===== config.mk =====
export PLATFORM = sky130hd
export DESIGN_NAME = avl_burst
export DESIGN_NICKNAME = d
export VERILOG_FILES = /design/src/rtl/avl_burst.sv
export SDC_FILE = /design/constraint.sdc
export NUM_CORES = 1
export LEC_CHECK = 0
export BUFFER_PORTS_ARGS = -buffer_cell sky130_fd_sc_hd__buf_2
export CAP_MARGIN = 20
export CELL_PAD_IN_SITES_DETAIL_PLACEMENT = 0
export CELL_PAD_IN_SITES_GLOBAL_PLACEMENT = 1
export CORE_MARGIN = 5
export CORE_UTILIZATION = 35
export CTS_CLUSTER_DIAMETER = 120
export DETAILED_ROUTE_END_ITERATION = 16
export PLACE_DENSITY = 0.91
export SLEW_MARGIN = 20
export SYNTH_ARGS = -nofsm -noshare
export SYNTH_HDL_FRONTEND = slang
export SYNTH_SLANG_ARGS = --single-unit

===== constraint.sdc =====
create_clock -name clock -period 2.44 [get_ports clock]
set_input_delay 0.122 -clock clock [delete_from_list [all_inputs] [get_ports clock]]
set_output_delay 0.122 -clock clock [all_outputs]
set_load 0.01 [all_outputs]

===== src/rtl/avl_burst.sv =====
// Avalon-MM master bridge: turns single-word requests into Avalon reads (single or
// fixed-length burst) and writes, returning one response beat per data/response.
module avl_burst #(
  parameter int unsigned XLEN  = 32,
  parameter int unsigned BURST = 4,
  localparam int unsigned NB   = XLEN / 8,
  localparam int unsigned BCW  = $clog2(BURST) + 1
) (
  input  logic              clock,
  input  logic              reset,
  input  logic              req_valid,
  output logic              req_ready,
  input  logic [31:0]       req_addr,
  input  logic [XLEN-1:0]   req_wdata,
  input  logic [NB-1:0]     req_wstrb,
  input  logic              req_burst,
  output logic              rsp_valid,
  output logic              rsp_last,
  output logic [XLEN-1:0]   rsp_rdata,
  output logic              rsp_error,
  output logic [31:0]       m_avl_address,
  output logic [NB-1:0]     m_avl_byteenable,
  output logic              m_avl_lock,
  output logic              m_avl_read,
  output logic              m_avl_write,
  output logic [XLEN-1:0]   m_avl_writedata,
  output logic [BCW-1:0]    m_avl_burstcount,
  input  logic [XLEN-1:0]   m_avl_readdata,
  input  logic [1:0]        m_avl_response,
  input  logic              m_avl_waitrequest,
  input  logic              m_avl_readdatavalid,
  input  logic              m_avl_writeresponsevalid
);

  localparam int unsigned SBITS = $clog2(NB);
  localparam int unsigned BBITS = $clog2(BURST * NB);
  localparam logic [31:0] SMASK = ~((32'd1 << SBITS) - 32'd1);
  localparam logic [31:0] BMASK = ~((32'd1 << BBITS) - 32'd1);

  typedef enum logic [2:0] {
    S_IDLE,
    S_RCMD,
    S_RDATA,
    S_WCMD,
    S_WRSP
  } state_t;

  state_t           r_state;
  logic [BCW-1:0]   r_beats;
  logic [BCW-1:0]   w_beat_nxt;
  logic             w_beat_last;
  logic             w_rsp_err;

  assign req_ready   = (r_state == S_IDLE);
  assign m_avl_lock  = 1'b0;
  assign w_beat_nxt  = r_beats + BCW'(1);
  // burstcount is held after the command is accepted and doubles as the beat target
  assign w_beat_last = (w_beat_nxt == m_avl_burstcount);
  assign w_rsp_err   = (m_avl_response != 2'b00);

  // Command issue, beat counting and response generation
  always_ff @(posedge clock or negedge reset) begin
    if (!reset) begin
      r_state          <= S_IDLE;
      r_beats          <= '0;
      m_avl_address    <= '0;
      m_avl_byteenable <= '0;
      m_avl_read       <= 1'b0;
      m_avl_write      <= 1'b0;
      m_avl_writedata  <= '0;
      m_avl_burstcount <= '0;
      rsp_valid        <= 1'b0;
      rsp_last         <= 1'b0;
      rsp_rdata        <= '0;
      rsp_error        <= 1'b0;
    end else begin
      rsp_valid <= 1'b0;
      rsp_last  <= 1'b0;
      rsp_rdata <= '0;
      rsp_error <= 1'b0;

      case (r_state)
        S_IDLE: begin
          if (req_valid) begin
            r_beats <= '0;
            if (req_wstrb == '0) begin
              r_state          <= S_RCMD;
              m_avl_read       <= 1'b1;
              m_avl_byteenable <= '1;
              m_avl_writedata  <= '0;
              m_avl_address    <= req_addr & (req_burst ? BMASK : SMASK);
              m_avl_burstcount <= req_burst ? BCW'(BURST) : BCW'(1);
            end else begin
              r_state          <= S_WCMD;
              m_avl_write      <= 1'b1;
              m_avl_byteenable <= req_wstrb;
              m_avl_writedata  <= req_wdata;
              m_avl_address    <= req_addr & SMASK;
              m_avl_burstcount <= BCW'(1);
            end
          end
        end

        S_RCMD, S_RDATA: begin
          if ((r_state == S_RCMD) && !m_avl_waitrequest) begin
            r_state          <= S_RDATA;
            m_avl_read       <= 1'b0;
            m_avl_address    <= '0;
            m_avl_byteenable <= '0;
          end
          if (m_avl_readdatavalid) begin
            r_beats   <= w_beat_nxt;
            rsp_valid <= 1'b1;
            rsp_last  <= w_beat_last;
            rsp_rdata <= m_avl_readdata;
            rsp_error <= w_rsp_err;
            if (w_beat_last) begin
              r_state          <= S_IDLE;
              r_beats          <= '0;
              m_avl_read       <= 1'b0;
              m_avl_address    <= '0;
              m_avl_byteenable <= '0;
            end
          end
        end

        S_WCMD: begin
          if (!m_avl_waitrequest) begin
            r_state          <= S_WRSP;
            m_avl_write      <= 1'b0;
            m_avl_address    <= '0;
            m_avl_byteenable <= '0;
            m_avl_writedata  <= '0;
          end
        end

        S_WRSP: begin
          if (m_avl_writeresponsevalid) begin
            r_state   <= S_IDLE;
            rsp_valid <= 1'b1;
            rsp_last  <= 1'b1;
            rsp_error <= w_rsp_err;
          end
        end

        default: r_state <= S_IDLE;
      endcase
    end
  end

endmodule


==> results.tsv <==
stage	metric	value	unit
outcome	outcome	completed	
timing	Slew HR	0.296	
pwr	Clk pwr share	0.301	
timing	Final Cycle Share	0.850	
clocking	Hold Buf Count CTS	101	
clocking	CTS resizes	0	
timing	Max Clock Skew	6.47	ps
pwr	Pint	5.79	mW
pwr	P_sw	3.07	mW
job	maxcap violations	0	
global_route	total track usage	0.195	
route	drt wl/cell	17.0	um
timing	Pins Over Slew Limit	0	
worst_hold_path	Hold Crit Class	primary input to register	
finish	total inserted antenna cells	0	
die	effective utilization at floorplan	0.352	
timing	fmax	482	MHz
route	post-route ant nets	0	
critical_path	Critical path origin	r_beats[0]	
timing	hold slack	17.7	ps
timing	RSZ-0062 raised after global routing	no	
synth	prevailing post-synth register cell	dfrtp_1	
timing	setup TNS	0	ps
finish	final design utilization	0.566	
critical_path	reg-to-reg startpoint	r_beats[0]	
synth	number of distinct library cells after synthesis	52	
pwr	Net Sw Frac	0.347	
die	row count	43	
synth	synth cell count leaders	dfrtp_1 (113), o21ai_0 (39), a22o_1 (34)	
synth	average cell area after synthesis	11.5	um^2
pwr	sequential share of power	0.324	
global_route	largest net degree at the start of global routing	52	
finish	layout cell share with drive strength beyond 1	0.359	
critical_path	FF-to-FF path depth	4	
clocking	Worst-path clk slew	60	ps
pwr	leakage	3.91	nW
global_route	grt ovf	0	
die	IO Count	219	
synth	Post-synth EDFFs	0	
critical_path	CP endpoint kind	register	
finish	Final nets	847	
global_route	first-pass GRT wire length	25300	um
placement	Buffers on Ports	214	
critical_path	Worst Path Arrival	2360	ps
synth	Yosys reg bits	113	
route	initial DRC count	186	
synth	largest area contributor in the netlist	dfrtp_1	
synth	cell count after synthesis	422	
synth	Synth top area share	0.585	
pwr	P per Cell Area	1140	mW/mm^2
timing	endpoints failing setup	0	
route	DR pass1 iterations	4	
synth	Async S/R FF share, synth	1.00	
die	die outline height	128	um
critical_path	Worst Setup Path Type	register to register	
clocking	CTS buffer count	17	
synth	most common cell in the netlist	dfrtp_1	
critical_path	register-to-register setup slack	370	ps
global_route	number of global-route vias before repair	5055	
critical_path	CP Max Fanout	7	
route	Residual DRC	0	
clocking	H-tree Lvls	4	
critical_path	Worst setup SP type	register	
synth	mapped cell area	0.00483	mm^2
route	Post-Route WL	15800	um
critical_path	Critical Path RT	2730	ps
clocking	worst skew pair latency	410	ps
placement	global placer's final weighted congestion	0.778	
clocking	Max clock buf depth	2	
critical_path	reg2reg end	r_state[1]	
die	Die Width	128	um
clocking	Num Clock Sinks	113	
timing	worst slew pin tran	1060	ps
route	Via density	5.07	
clocking	CTS root buf	clkbuf_16	
die	die area	0.0163	mm^2
route	via count	4711	
clocking	Setup Buffers After CTS	0	
synth	Yosys warning total	0	
clocking	CTS tree	done	
synth	Seq/Total Area, Yosys	0.585	
critical_path	Setup crit end	r_state[1]	
global_route	initial antenna violation count	2	
pwr	part of the power in combinational logic	0.374	
finish	area grow syn2layout	60.6	%
placement	detailed placement HPWL	10100	um
timing	fin crit period	2070	ps
die	Core Box Area	0.0137	mm^2
pwr	Peak VDD IR	0.656	mV
synth	most area-consuming cells after synthesis	dfrtp_1 (59%), a22o_1 (6.2%), o211ai_1 (4.7%), o31ai_1 (4.5%), and2_1 (4.1%)	
timing	Hold Fails Final Rpt	0	
sequential cells by signal, summed over array words and instances, names as in the netlist:
| signal | flops |
|---|---|
| rsp_last | 1 |
| m_avl_byteenable | 4 |
| m_avl_write | 1 |
| r_state | 3 |
| m_avl_burstcount | 2 |
| rsp_valid | 1 |
| rsp_error | 1 |
| m_avl_writedata | 32 |
| r_beats | 3 |
| m_avl_read | 1 |
| rsp_rdata | 32 |
| m_avl_address | 32 |
layout by cell type (no fill, tap or decap), drive strengths merged, types with 2 or more instances in the layout:
cell type / n
xnor2: 2
bufinv: 5
buf: 234
or3b: 2
nor4: 2
a21oi: 2
or3: 2
a21o: 2
nor2b: 3
a22o: 34
inv: 10
clkinv: 3
clkinvlp: 2
nor2: 4
nor3: 6
nand2b: 3
clkbuf: 21
nand2: 31
o221ai: 6
o31ai: 29
nand3b: 3
a21boi: 2
conb: 2
o211ai: 30
o21ai: 39
dlygate4sd3: 101
o41ai: 2
dfrtp: 113
and2: 32
nand3: 2
power groups by stage:
stage                     sequential, mW  combinational, mW  clock, mW
after floorplan                     3.13               1.70          0
after global placement              2.85               3.11          0
after detailed placement            2.88               3.22          0
after CTS                           2.87               3.34       2.72
after global routing                2.95               3.62       2.81
final                               2.88               3.32       2.67
per-stage QoR:
stage / setup slack [ps] / instances / power (mW) / area [um^2]
3_3_place_gp: 434 / 797 / 5.97 / 6120
4_1_cts: 383 / 929 / 8.93 / 7760
3_5_place_dp: 398 / 797 / 6.10 / 6120
5_1_grt: 296 / 929 / 9.39 / 7760
6_report: 367 / 929 / 8.87 / 7760
2_1_floorplan: 506 / 423 / 4.83 / 4840
how the worst min path moves through the flow:
stage | from | endpoint | slack, ps | cells past startpoint
floorplan | reset | m_avl_address[0] | -170 | 0
global placement | reset | m_avl_address[13] | 90 | 1
detailed placement | reset | m_avl_address[14] | 100 | 1
CTS | req_wstrb[0] | m_avl_byteenable[0] | 0.3 | 3
global route | req_wstrb[0] | m_avl_byteenable[0] | 40 | 3
finish | req_wstrb[0] | m_avl_byteenable[0] | 20 | 3
cells by family after synthesis:
| group | Yosys count | share of synthesized area |
|---|---|---|
| other cells | 1 | 0.000776 |
| fa+ha+maj | 1 | 0.00259 |
| simple gates | 96 | 0.112 |
| flops | 113 | 0.585 |
| mux | 1 | 0.00207 |
| buf+inv | 50 | 0.0482 |
| xor+xnor | 3 | 0.00854 |
| compound gates | 157 | 0.241 |
cell type report:
| cell class | count | area, um^2 |
|---|---|---|
| fillers | 1119 | 5960 |
| flip-flops and latches | 113 | 2830 |
| repair buffers | 335 | 2250 |
| multi-input cells | 260 | 1790 |
| clock buffers | 21 | 450 |
| well taps | 180 | 225 |
| clock inverters | 10 | 184 |
| inverters | 10 | 37.5 |
per-layer routing:
metal | part of all wire | global-route usage | vias to the layer above | routed length (um)
li1 | - | - | 2184 | -
met1 | 0.40 | 0.230 | 2298 | 6240
met2 | 0.50 | 0.328 | 189 | 7930
met3 | 0.081 | 0.0748 | 36 | 1280
met4 | 0.019 | 0.0625 | 4 | 303
met5 | 0.0014 | 0 | - | 22
critical path, stage by stage (launching register included):
cell and delay, ps:
dfrtp_1 410, ha_1 220, xor3_1 560, o41a_1 460, a221o_1 320
Power figures use the tool's default switching activity.
